## src/rtl/uart_rx_mmio_if.sv

```systemverilog
// uart_rx_mmio_if: CPU-side and pin-side signal bundle of the UART receiver.
interface uart_rx_mmio_if;
    logic       rx_en;
    logic       rx;
    logic       rd_ack;
    logic [7:0] rx_data;
    logic       rx_valid;
    logic       receive_flag;
    logic       frame_err;
    logic       overrun;
    logic       parity_err;
    logic       busy;
    modport master (output rx_en, rx, rd_ack,
                    input  rx_data, rx_valid, receive_flag, frame_err, overrun, parity_err, busy);
    modport slave  (input  rx_en, rx, rd_ack,
                    output rx_data, rx_valid, receive_flag, frame_err, overrun, parity_err, busy);
endinterface

```

## src/rtl/uart_rx_mmio.sv

```systemverilog
// uart_rx_mmio: 8N1 UART receiver with a one-byte holding register and sticky status flags.
// Define UART_RX_PARITY_EN to add an even-parity bit between the data and stop bits.
module uart_rx_mmio #(
    parameter int CLKS_PER_BIT = 434
) (
    input logic           i_clock,
    input logic           i_reset_n,
    uart_rx_mmio_if.slave bus
);
    localparam int W = $clog2(CLKS_PER_BIT);
    localparam logic [W-1:0] HALF = W'(CLKS_PER_BIT / 2 - 1);
    localparam logic [W-1:0] FULL = W'(CLKS_PER_BIT - 1);

    typedef enum logic [2:0] {IDLE, START, DATA, PARITY, STOP, WAIT_HIGH} state_t;

    state_t     r_state;
    state_t     w_next;
    logic [1:0] r_sync;
    logic [W-1:0] r_cnt;
    logic [2:0] r_bit_idx;
    logic [7:0] r_shift;
    logic [7:0] r_data;
    logic       r_valid;
    logic       r_flag;
    logic       r_ferr;
    logic       r_ovr;
    logic       w_rx_s;
    logic       w_full;
    logic       w_shift;
    logic       w_commit;
    logic       w_ferr;

    assign w_rx_s = r_sync[1];
    assign w_full = r_cnt == FULL;

    always_comb begin
        w_next   = r_state;
        w_shift  = 1'b0;
        w_commit = 1'b0;
        w_ferr   = 1'b0;
        if (r_state != IDLE && !bus.rx_en)
            w_next = IDLE;
        else
            case (r_state)
                IDLE:      if (bus.rx_en && !w_rx_s) w_next = START;
                START:     if (r_cnt == HALF) w_next = w_rx_s ? IDLE : DATA;
                DATA:      if (w_full) begin
                    w_shift = 1'b1;
`ifdef UART_RX_PARITY_EN
                    if (r_bit_idx == 3'd7) w_next = PARITY;
`else
                    if (r_bit_idx == 3'd7) w_next = STOP;
`endif
                end
`ifdef UART_RX_PARITY_EN
                PARITY:    if (w_full) w_next = STOP;
`endif
                STOP:      if (w_full) begin
                    w_commit = w_rx_s;
                    w_ferr   = !w_rx_s;
                    w_next   = w_rx_s ? IDLE : WAIT_HIGH;
                end
                WAIT_HIGH: if (w_rx_s) w_next = IDLE;
                default:   w_next = IDLE;
            endcase
    end

    always_ff @(posedge i_clock or negedge i_reset_n) begin
        if (!i_reset_n) begin
            r_state   <= IDLE;
            r_sync    <= 2'b11;
            r_cnt     <= '0;
            r_bit_idx <= '0;
            r_shift   <= '0;
        end else begin
            r_state   <= w_next;
            r_sync    <= {r_sync[0], bus.rx};
            r_cnt     <= (w_next != r_state || r_state == IDLE) ? '0 : r_cnt + 1'b1;
            r_bit_idx <= (r_state != DATA) ? '0 : r_bit_idx + 3'(w_shift);
            r_shift   <= w_shift ? {w_rx_s, r_shift[7:1]} : r_shift;
        end
    end

    // An acknowledge in the same cycle as a commit clears old state, then this commit's flags win.
    always_ff @(posedge i_clock or negedge i_reset_n) begin
        if (!i_reset_n) begin
            r_data  <= '0;
            r_valid <= 1'b0;
            r_flag  <= 1'b0;
            r_ferr  <= 1'b0;
            r_ovr   <= 1'b0;
        end else begin
            r_data  <= w_commit ? r_shift : r_data;
            r_valid <= w_commit | (r_valid & ~bus.rd_ack);
            r_flag  <= w_commit;
            r_ferr  <= w_ferr | (r_ferr & ~bus.rd_ack);
            r_ovr   <= (w_commit & r_valid & ~bus.rd_ack) | (r_ovr & ~bus.rd_ack);
        end
    end

`ifdef UART_RX_PARITY_EN
    logic r_perr;
    logic w_perr;
    assign w_perr = r_state == PARITY && w_full && bus.rx_en && (^{r_shift, w_rx_s});
    always_ff @(posedge i_clock or negedge i_reset_n) begin
        if (!i_reset_n)
            r_perr <= 1'b0;
        else
            r_perr <= w_perr | (r_perr & ~bus.rd_ack);
    end
    assign bus.parity_err = r_perr;
`else
    assign bus.parity_err = 1'b0;
`endif

    assign bus.rx_data      = r_data;
    assign bus.rx_valid     = r_valid;
    assign bus.receive_flag = r_flag;
    assign bus.frame_err    = r_ferr;
    assign bus.overrun      = r_ovr;
    assign bus.busy         = r_state != IDLE;
endmodule

```

## src/flat_wrapper.sv

```systemverilog
// flat-port wrapper written by rule: the top's interface ports become plain ports
module uart_rx_mmio_flat 
#(
    parameter int CLKS_PER_BIT = 434
)
  (i_clock, i_reset_n, bus_rx_en, bus_rx, bus_rd_ack, bus_rx_data, bus_rx_valid, bus_receive_flag, bus_frame_err, bus_overrun, bus_parity_err, bus_busy);
  uart_rx_mmio_if bus_i ();
  input logic i_clock;
  input logic i_reset_n;
  input wire logic [$bits(bus_i.rx_en)-1:0] bus_rx_en;
  input wire logic [$bits(bus_i.rx)-1:0] bus_rx;
  input wire logic [$bits(bus_i.rd_ack)-1:0] bus_rd_ack;
  output wire logic [$bits(bus_i.rx_data)-1:0] bus_rx_data;
  output wire logic [$bits(bus_i.rx_valid)-1:0] bus_rx_valid;
  output wire logic [$bits(bus_i.receive_flag)-1:0] bus_receive_flag;
  output wire logic [$bits(bus_i.frame_err)-1:0] bus_frame_err;
  output wire logic [$bits(bus_i.overrun)-1:0] bus_overrun;
  output wire logic [$bits(bus_i.parity_err)-1:0] bus_parity_err;
  output wire logic [$bits(bus_i.busy)-1:0] bus_busy;
  assign bus_i.rx_en = bus_rx_en;
  assign bus_i.rx = bus_rx;
  assign bus_i.rd_ack = bus_rd_ack;
  assign bus_rx_data = bus_i.rx_data;
  assign bus_rx_valid = bus_i.rx_valid;
  assign bus_receive_flag = bus_i.receive_flag;
  assign bus_frame_err = bus_i.frame_err;
  assign bus_overrun = bus_i.overrun;
  assign bus_parity_err = bus_i.parity_err;
  assign bus_busy = bus_i.busy;
  uart_rx_mmio #(.CLKS_PER_BIT(CLKS_PER_BIT)) u_core (.i_clock(i_clock), .i_reset_n(i_reset_n), .bus(bus_i));
endmodule
```

## config.mk

```make
export PLATFORM = sky130hd
export DESIGN_NAME = uart_rx_mmio_flat
export DESIGN_NICKNAME = d
export VERILOG_FILES = /design/src/rtl/uart_rx_mmio_if.sv /design/src/rtl/uart_rx_mmio.sv /design/src/flat_wrapper.sv
export SDC_FILE = /design/constraint.sdc
export NUM_CORES = 1
export LEC_CHECK = 0
export BUFFER_PORTS_ARGS = -buffer_cell sky130_fd_sc_hd__buf_2
export CORE_ASPECT_RATIO = 0.9
export CORE_MARGIN = 5
export CORE_UTILIZATION = 50
export CTS_CLUSTER_DIAMETER = 50
export CTS_CLUSTER_SIZE = 16
export DETAILED_ROUTE_END_ITERATION = 12
export HOLD_SLACK_MARGIN = 0.08
export PLACE_DENSITY_LB_ADDON = 0.2
export SYNTH_ARGS = -nofsm -noshare
export SYNTH_HDL_FRONTEND = slang
export SYNTH_SLANG_ARGS = --single-unit
```

## constraint.sdc

```tcl
create_clock -name i_clock -period 4 [get_ports i_clock]
set_input_delay 0.2 -clock i_clock [delete_from_list [all_inputs] [get_ports i_clock]]
set_output_delay 0.2 -clock i_clock [all_outputs]
set_load 0.05 [all_outputs]
```

* After elaboration in Yosys (flattened, before gate mapping)
Index checks and enable logic that the tools add are counted.
** Operators by class
- Add/subtract/negate cells :: 2
- Div/mod/pow operators :: 0
- $mul :: 0
- Order comparisons :: 0
- Mux-type cells :: 21
- Equal/unequal tests :: 9
- Shift operators :: 0
- Bitwise operators :: 9
- Reduce and logical (&&, ||, !) cells :: 7
** Operators with widths (number)
- 3-bit 2-to-1 mux :: 9
- 3-bit case mux with 5 select lines :: 1
- 9-bit by 1-bit adder with 9-bit output, second input constant :: 1
- 3-bit == test, second input constant :: 3
- 9-bit by 8-bit == test with 1-bit output, second input constant :: 1
- 9-bit == test, second input constant :: 1
- 1-bit 2-to-1 mux :: 9
- 9-bit 2-to-1 mux :: 1
- 1-bit AND :: 5
- 3-bit by 1-bit adder with 3-bit output :: 1
- 3-bit by 1-bit == test with 1-bit output, second input constant :: 1
- 3-bit by 2-bit == test with 1-bit output, second input constant :: 1
- 3-bit logical NOT :: 1
- 3-bit by 2-bit inequality test with 1-bit output, second input constant :: 1
- 3-bit inequality test :: 1
- 1-bit OR :: 3
- 3-bit nonzero test :: 1
- 1-bit logical AND :: 2
- 1-bit logical NOT :: 2
- 2-bit 2-to-1 mux :: 1
- 1-bit logical OR :: 1
- 1-bit inverter :: 1
** Word-level totals
- Register bits :: 37
- Bits in latches :: 0
- Input port bits :: 5
- ROM bits :: 0
- Memories kept :: 0
- Logic and storage cells :: 58
- Output and inout bits :: 14
- Bits in writable memories :: 0

* Depth between registers and ports, before layout
Gate-level depths: netlist (run 1).
- Depth in word-level cells :: 8
- Gate-level depth with buffers :: 10

* Worst setup path before layout (run 1)
OpenSTA, ideal clock, no wires.
- Path kind :: flip-flop to flip-flop
- Start point :: reg u_core.r_cnt[1]
- End point :: reg u_core.r_bit_idx[1]
- Period minus slack after synthesis :: 2.005 ns
- Setup time :: 0.120 ns
- Slack :: 1.995 ns
- Data arrival time :: 1.885 ns
- Data required time :: 3.880 ns
- Stages on the path, launching flop included :: 10
- Path buffers :: 0
- Path through :: dfrtp_1 > inv_1 > ha_1 > nand4bb_4 > nor2_1 > nand4_2 > inv_1 > ha_1 > ha_1 > and3_1
** On the way
- Longest elaborated chain between the ends :: 6
** RTL lines
- start: declaration :: RTL line uart_rx_mmio.sv:19 : logic [W-1:0] r_cnt;
- start signal: assignment :: RTL line uart_rx_mmio.sv:78 : r_cnt <= (w_next != r_state || r_state == IDLE) ? '0 : r_cnt + 1'b1;
- 9-bit == test :: RTL line uart_rx_mmio.sv:34 : assign w_full = r_cnt == FULL;
- 1-bit 2-to-1 mux :: RTL line uart_rx_mmio.sv:47 : DATA: if (w_full) begin
- 1-bit 2-to-1 mux :: RTL line uart_rx_mmio.sv:44 : case (r_state)
- 1-bit 2-to-1 mux :: RTL line uart_rx_mmio.sv:41 : if (r_state != IDLE && !bus.rx_en)
- named net u_core.w_shift :: RTL line uart_rx_mmio.sv:29 : logic w_shift;
- 3-bit by 1-bit adder with 3-bit output :: RTL line uart_rx_mmio.sv:79 : r_bit_idx <= (r_state != DATA) ? '0 : r_bit_idx + 3'(w_shift);
- 3-bit 2-to-1 mux :: RTL line uart_rx_mmio.sv:79
- end signal: assignment :: RTL line uart_rx_mmio.sv:79
- end: declaration :: RTL line uart_rx_mmio.sv:20 : logic [2:0] r_bit_idx;
The timed path passes the listed nets, and every way through them passes these cells.
A chain may end at the register's enable or synchronous reset.

* Final worst setup path (run 1)
Same ends and word-level chain as after synthesis.

==> impl.org, run 1 <==
** Critical path
- Together, buffers and inverters on the worst path number 2.
- STA classifies the critical path endpoint as a flop.
- For the worst setup path, the data required time is 4.18 ns.
- Arr. time, crit path :: 2.43 ns
- Sequence of cells on the critical path :: inv_1 -> ha_1 -> nand4bb_4 -> nor2_1 -> nand4_2 -> inv_1 -> ha_1 -> ha_1 -> and3_1
- Among cell families on the critical path, the largest total delay comes from simple AND/OR/NAND/NOR gates.
- Register-to-register path setup slack :: 1.74 ns
- The worst setup path is launched from a flop.
- Maximum cell stage delay along the critical path :: 0.40 ns
- CP most frequent cell :: ha_1
- Maximum fanout along the worst path :: 9
- CP max stage cell :: dfrtp_1
- The critical path is of the reg -> reg type.

** Timing
- Count of final max-slew check failures :: 0
- Counting I/O delays and the setup requirement, the final critical path takes 2.26 ns.
- Setup violations remaining at the end of the flow were counted as 0.
- Setup repair after global routing left no endpoint under its margin.
- Worst clock skew :: 0.00543 ns
- Dividing the final minimum period by the clock period gives 0.564.
- After layout, the worst setup slack is 1.74 ns.
- Headroom to the max-slew limit came out at 0.466.
- The final hold violation count was 0.
- For the pin with the worst max-slew slack, the measured transition is 0.801 ns.
- Fmax :: 443 MHz
- For the final routed database, the setup TNS stands at 0 ns.

** Drt
- Iteration-0 DRC Markers :: 116
- Summed over all layers, the routed wires come to 3410 um.
- Top layer used by detailed routing :: met4
- Met2 wire length :: 1520 um
- WL met1 :: 1670 um
- Drt via density :: 5.38
- The detail route stage leaves a number of antenna-violating nets equal to 0.
- Before antenna repair, the detailed router went through 4 iterations.
- Detailed-route wire length per cell :: 14.5 um
- Post-detailed-route DRC marker count :: 0
- The routed layout has 1264 vias.
- Wire length on met3 :: 159 um

** Power and ir drop
- VDD sags by at most 0.238 mV.
- For this design the ratio of total power to cell area is 463 nW/um^2.
- Leakage power of the design :: 0.983 nW

** Clock network
- Clock latency on the worst-skew pair, taken at its later pin, is 0.29 ns.
- CTS Root Cell :: clkbuf_8
- Number of clock buffers inserted by TritonCTS :: 5
- H-tree level count :: 2
- No sink is reached through more buffers than the 2 on the longest clock path.
- In this run the post-CTS setup repair buffer count came out at 0.
- Clock sink count :: 37
- TritonCTS built the clock tree.
- After clock tree synthesis, the clock-pin slew on the worst setup and hold paths is 0.07 ns.

** Cells and area
- The net count of the finished layout is 200.
- Number of antenna cells inserted :: 0
- Of the cells placed in the final design, the portion with a size suffix greater than 1 is 0.220.
- Post-Route Utilization :: 0.596
- Area of combinational cells with multiple inputs :: 795 sq um
- Area Overhead vs Synth :: 13.7%
- Area used by sequential logic in the layout :: 928 sq um
- The layout has 296 filler cells.
- With fillers left out, the area of the finished cells amounts to 2030 sq um.

** Yosys
- Counting flops with an async set or reset pin after synthesis yields a share of 1.00.
- The synthesized design contains 37 register bits.
- Area of the mapped netlist :: 1790 sq um
- Synthesized area per cell :: 10.5 sq um
- Share of synthesized area occupied by flip-flops and latches :: 0.520
- Most used flip-flop cell after synthesis :: dfrtp_1
- Yosys mapped a number of flops with a built-in enable equal to 0.
- In this run, distinct cell masters in the synthesized netlist total 45.
- Number of standard cells after synthesis :: 170
- Synthesized Nets :: 180
- The Yosys step of the flow raised 0 warnings.

** Floorplan
- Area of the die :: 4870 sq um
- The region available for standard cell placement spans 3400 sq um.
- Ports placed on the boundary :: 19
- The floorplan step set the die height to 66.7 um.
- Placement Rows :: 20
- Starting Density :: 0.525
- Width of the die :: 73.0 um

** Placement
- Before CTS, the worst setup slack after placement is 1.76 ns.
- In this run the cell area measured after placement is 1890 sq um.
- Gp weighted congestion :: 0.868
- The HPWL after detailed placement is 2420 um.
- Number of port buffers :: 17

** Status
- Outcome :: finished, final reports clean

** Global routing
- Aggregate global-route resource usage :: 0.161
- Vias in the first global route :: 1242
- For this run the aggregate overflow at the end of global routing stands at 0.
- Maximum number of pins on one net before global-route repair :: 38
- The initial antenna violation count is 0.
- The first global-routing pass estimated 5950 um of wire.

** Hold path
- Hold Crit Class :: in -> reg

** Job
- Max-cap violations in this run came to 0.
routing by layer:
layer  GRT usage  vias up
met4      0.0622        0
li1            -      625
met2       0.239       29
met3      0.0407        6
met1       0.225      604
met5           0        -
final timing paths:
check                                           end  depth (start not counted)              from
worst min register to register     u_core.r_sync[1]                          0  u_core.r_sync[0]
max in group asynchronous           u_core.r_cnt[6]                          2         i_reset_n
min in group asynchronous         u_core.r_state[0]                          2         i_reset_n
worst max register to register  u_core.r_bit_idx[1]                          9   u_core.r_cnt[1]
worst min-delay path             u_core.bus.overrun                          2        bus_rd_ack
worst max-delay path            u_core.r_bit_idx[1]                          9   u_core.r_cnt[1]
cell usage after synthesis (2+ instances only):
master     n  area (sq um)
o41ai_1    2          17.5
buf_2      2          10.0
a21oi_1    2          10.0
inv_1      8          30.0
and3_1     4          25.0
buf_4      2          15.0
nor2b_1    3          18.8
mux2_2     8          90.1
nor4_1     2          12.5
dfrtp_1   35           876
ha_1       5          62.6
nor2_1    10          37.5
nand2_1   32           120
dfstp_2    2          52.6
nor3_1    12          60.1
xor2_1     2          17.5
clkbuf_1   2          7.51
nand4_1    2          12.5
nand3_1    4          20.0
xnor2_1    6          52.6
logic make-up (layout without fill, tap and decap cells):
| family | after synthesis | after routing | synth area share |
|---|---|---|---|
| xor+xnor | 8 | 8 | 0.0392 |
| flops | 37 | 37 | 0.520 |
| other cells | 1 | 1 | 0.00210 |
| simple gates | 82 | 82 | 0.252 |
| compound gates | 14 | 14 | 0.0610 |
| mux | 8 | 8 | 0.0505 |
| buf+inv | 14 | 35 | 0.0350 |
| fa+ha+maj | 6 | 6 | 0.0406 |
area by class of cell:
cell class / count / share of cell area
clock buffer: 7 / 0.0425
clock inverter: 1 / 0.0148
inverter: 8 / 0.0148
multi-input combinational: 119 / 0.391
sequential: 37 / 0.457
tap: 44 / 0.0271
timing repair buffer: 19 / 0.0518
worst register-to-register path: stages, from the launching register on:
cell,delay [ns]
dfrtp_1,0.40
inv_1,0.09
ha_1,0.19
nand4bb_4,0.14
nor2_1,0.34
nand4_2,0.33
inv_1,0.14
ha_1,0.16
ha_1,0.21
and3_1,0.16
sequential cells by signal, summed over array words and instances, names as in the netlist:
name	flops
u_core.bus.frame_err	1
u_core.bus.overrun	1
u_core.bus.receive_flag	1
u_core.bus.rx_data	8
u_core.bus.rx_valid	1
u_core.r_bit_idx	3
u_core.r_cnt	9
u_core.r_shift	8
u_core.r_state	3
u_core.r_sync	2
what timing repair did:
item | 4_1_cts | 5_1_grt
resized for setup | 0 | 0
endpoints found under the hold margin | 36 | 0
hold buffers | 2 | 0
metrics by stage:
step | instances | hold WS (ns) | power, mW
after floorplan | 170 | -0.0956 | 0.573
after CTS | 235 | 0.105 | 0.948
final | 235 | 0.110 | 0.939
after detailed placement | 225 | 0.307 | 0.617
after global routing | 235 | 0.114 | 0.992
after global placement | 225 | 0.307 | 0.610
placed cells by master, fill, tap and decap left out, types with 2 or more instances in the layout:
cell	n
dfrtp_1	35
mux2_2	8
and3_1	4
nand2_1	32
ha_1	5
xor2_1	2
o41ai_1	2
nor3_1	12
a21oi_1	2
dlygate4sd3_1	2
nor2b_1	3
nand3_1	4
clkbuf_8	6
nor2_1	10
nand4_1	2
xnor2_1	6
buf_2	17
inv_1	8
nor4_1	2
dfstp_2	2
where the power goes:
part	total, mW	leakage (nW)	internal (mW)	switching [mW]
combinational	0.193	0.417	0.0706	0.122
clock	0.330	0.0585	0.203	0.127
sequential	0.417	0.507	0.389	0.0276
(Power assumes the default switching activity.)
==> inputs of run 2 (changes only) <==
--- a/config.mk
+++ b/config.mk
@@ -5,6 +5,7 @@
 export SDC_FILE = /design/constraint.sdc
 export NUM_CORES = 1
 export LEC_CHECK = 0
+export ABC_AREA = 1
 export BUFFER_PORTS_ARGS = -buffer_cell sky130_fd_sc_hd__buf_2
 export CORE_ASPECT_RATIO = 0.9
 export CORE_MARGIN = 5
==> constraint.sdc (replaced) <==
create_clock -name i_clock -period 1.9 [get_ports i_clock]
set_input_delay 0.095 -clock i_clock [delete_from_list [all_inputs] [get_ports i_clock]]
set_output_delay 0.095 -clock i_clock [all_outputs]
set_load 0.05 [all_outputs]
==> impl.org, run 2 <==
** Status
- The run finished with clean final reports.

** Drt
- Detailed-route wire length per cell :: 11.7 um
- Iteration-0 DRC Markers :: 61
- Count of TritonRoute iterations in the first routing pass :: 4
- Drt via density :: 4.88
- Antenna violation net count after detailed routing :: 0
- Post-detailed-route DRC marker count :: 0
- After detailed routing, the total wire length is 3100 um.
- The detailed router placed 1299 vias in this run.

** Power and ir drop
- Fraction of power spent switching nets :: 0.314
- Of the total power, combinational logic draws 0.216.
- Register share of total power :: 0.486
- Power per Cell Area :: 891 nW/um^2
- Switching Power :: 0.566 mW
- VDD sags by at most 0.490 mV.
- Leakage power of the design :: 0.980 nW
- The internal portion of the total power is 1.24 mW.
- Share of total power in the clock network :: 0.298

** Global routing
- Initial antenna violation count :: 0
- Aggregate global-route resource usage :: 0.158
- The number of global-route vias before repair was 1338.
- Wire length of the first global-routing pass :: 5850 um
- Summed over all layers, the global routing overflow is 0.
- Entering global routing, the biggest net connects 38 pins.

** Clock network
- H-tree level count :: 2
- Clock-pin transition on the worst setup and hold timing paths :: 0.07 ns
- Clock latency on the worst-skew pair, taken at its later pin, is 0.28 ns.
- In this run the deepest clock path goes through 2 buffers.
- The number of setup buffers added after CTS is 0.
- Number of clock buffers inserted by TritonCTS :: 5
- CTS Root Cell :: clkbuf_8
- TritonCTS clock tree :: done
- Clock sink count :: 37

** Critical path
- Critical path class :: reg -> reg
- The critical path starts at u_core.r_state[0].
- Startpoint of the most critical register-to-register path :: u_core.r_state[0]
- For the worst setup path, the data required time is 2.07 ns.
- Maximum fanout along the worst path :: 5
- Register-to-register path setup slack :: 0.18 ns
- In this design, the stage delay of the slowest critical-path cell is 0.43 ns.
- Among the stages of the critical path, the cell type that occurs most often is ha_1.
- STA classifies the critical path startpoint as a flop.
- The worst setup path is captured at a flop.
- The largest individual stage delay along the critical path comes from the cell dfrtp_1.
- Sequence of cells on the critical path :: inv_2 -> nand2_1 -> nor2_2 -> inv_1 -> nor3_4 -> ha_1 -> ha_1 -> xnor2_1 -> nor2_1
- Data arrives at the worst endpoint at 1.88 ns.

** Placement
- Routability-driven placement finished with a final weighted congestion of 0.926.
- Number of port buffers :: 17
- The HPWL after detailed placement is 2350 um.
- Pre-CTS setup slack :: 0.117 ns

** Cells and area
- Layout net count :: 231
- The register with the most flip-flops in the layout has 9 of them.
- Leading cell types in the layout, fill and taps excluded :: nand2_1 (41), dfrtp_1 (35), inv_1 (28), nor2_1 (19), buf_2 (17)
- Proportion of layout cells with a drive suffix above 1 :: 0.212
- Register with the most flip-flops :: u_core.r_cnt
- Area Overhead vs Synth :: 13.9%
- The library cell used most frequently in the layout, excluding fill and tap cells, is nand2_1.
- Number of antenna cells inserted :: 0

** Yosys
- Summing every instance area after synthesis gives 1780 sq um.
- By count the netlist is led by nand2_1 (41), dfrtp_1 (35), inv_1 (29), nor2_1 (19), nand3_1 (10).
- By area the synthesized netlist is led by dfrtp_1 (49%), nand2_1 (8.6%), inv_1 (6.1%), nor2_1 (4.0%), ha_1 (3.5%).
- Most common cell in the synthesized netlist :: nand2_1
- The most used flip-flop cell after synthesis is dfrtp_1.
- After synthesis, the mean cell area works out to 9.08 sq um.
- After synthesis, the share of flip-flops with an asynchronous set or reset is 1.00.
- The share of synthesized area in the top cell type comes to 0.492.
- In this run, synthesis inferred 0 flip-flops with an integrated enable.
- The biggest area contributor in the post-synthesis netlist is dfrtp_1.
- Number of standard cells after synthesis :: 196
- The number of nets in the synthesized netlist is 206.
- Counting flops and latches in the post-synthesis netlist gives 37.
- For this run, the register share of the synthesized area comes to 0.522.
- During synthesis, Yosys emitted a total of 0 warnings.
- Counting distinct cell types in the post-synthesis netlist gives 28.

** Floorplan
- From left edge to right edge, the die measures 72.9 um.
- Area of the die :: 4850 sq um
- Starting Density :: 0.523
- Placement Rows :: 20
- Ports placed on the boundary :: 19
- Area inside the core boundary :: 3400 sq um
- Measured along the y axis, the die boundary spans 66.6 um.

** Timing
- Measured against its own limit, the worst slew margin works out to 0.486.
- Count of final max-slew check failures :: 0
- Worst Max-Slew Pin Slew :: 0.772 ns
- The worst path in the final design needs a cycle of 1.72 ns, including I/O delays and setup.
- For the final routed database, the setup TNS stands at 0 ns.
- Setup repair after global routing left no endpoint under its margin.
- In the post-route analysis, the smallest setup slack over all paths is 0.181 ns.
- In the finished design, the share of the clock period the worst path needs comes to 0.905.
- Setup violations remaining at the end of the flow were counted as 0.
- Number of hold violations in the final report :: 0
- For the final database, setup skew stands at 0.00676 ns.
- Timing would allow up to 582 MHz.
- Hold timing on the final database bottoms out at a slack of 0.0901 ns.

** Hold path
- Hold Crit Class :: in -> reg
- The worst hold path begins at bus_rx_en.

** Job
- Across the run, the number of max-cap violations was 0.
## run 2: changes by cell type in the layout (fill, tap and decap cells not counted), sizes merged, moves of 3 or more
cell   change
mux2       -8
nor3       -6
nand3      +8
o21ai     +16
nor2b      -3
inv       +24
nand2     +10
nor2      +12
and3       -4
## run 2: cells by family after synthesis
logic type                 Yosys count  share of synthesized area
buffers and inverters               35                     0.0823
xor gates and xnor gates             8                     0.0394
adders and majority gates            5                     0.0352
and+or+nand+nor                     89                      0.243
DFF                                 37                      0.522
AOI/OAI and AO/OA                   21                     0.0759
other                                1                    0.00211
## run 2: metal layers
metal  routed length [um]  part of all wire  vias to the layer above  global-route usage
met5                    0                 0                        -                   0
li1                     -                 -                      666                   -
met1                 1500              0.48                      607               0.199
met3                  121             0.039                        5              0.0392
met4                   60             0.019                        0              0.0806
met2                 1410              0.46                       21               0.250
## run 2: through the flow
| stage | utilization | total power, mW | instance area (sq um) | std cells |
|---|---|---|---|---|
| finish | 0.595 | 1.80 | 2030 | 266 |
| global route | 0.595 | 1.92 | 2030 | 266 |
| CTS | 0.594 | 1.82 | 2020 | 266 |
| detailed placement | 0.558 | 1.27 | 1900 | 255 |
| global placement | 0.558 | 1.26 | 1900 | 255 |
| floorplan | - | 1.18 | 1780 | 196 |
## run 2: worst paths after layout
path | cells after the start | end
setup / recovery | 9 | u_core.r_bit_idx[2]
hold / removal | 3 | u_core.bus.frame_err
setup reg to reg | 9 | u_core.r_bit_idx[2]
hold reg to reg | 0 | u_core.r_sync[1]
max in group asynchronous | 2 | u_core.r_shift[7]
min in group asynchronous | 2 | u_core.r_shift[1]
## run 2: layout make-up
| cell class | instances | area [sq um] |
|---|---|---|
| sequential | 37 | 928 |
| clock buffer | 8 | 90.1 |
| timing repair buffer | 21 | 123 |
| inverter | 32 | 120 |
| fill | 306 | 1380 |
| tap | 44 | 55.1 |
| multi-input combinational | 124 | 709 |
## run 2: power by group through the flow
stage	sequential, mW	clock [mW]	combinational [mW]
2_1_floorplan	0.914	0	0.266
5_1_grt	0.885	0.594	0.444
4_1_cts	0.875	0.561	0.388
3_5_place_dp	0.890	0	0.381
6_report	0.876	0.538	0.390
3_3_place_gp	0.890	0	0.370
## run 2: critical path, delay by kind of cell (launching register included)
family                   cells  cell delay (ns)
AND/OR/NAND/NOR              4             0.49
flip-flops                   1             0.43
adder cells (fa/ha/maj)      2             0.32
buffers and inverters        2             0.24
XOR/XNOR                     1             0.12
## run 2: repair_timing
item,4_1_cts,5_1_grt
setup endpoints to repair,0,10
hold buffers,3,0
gates resized for setup,0,2
endpoints found under the hold margin,39,0
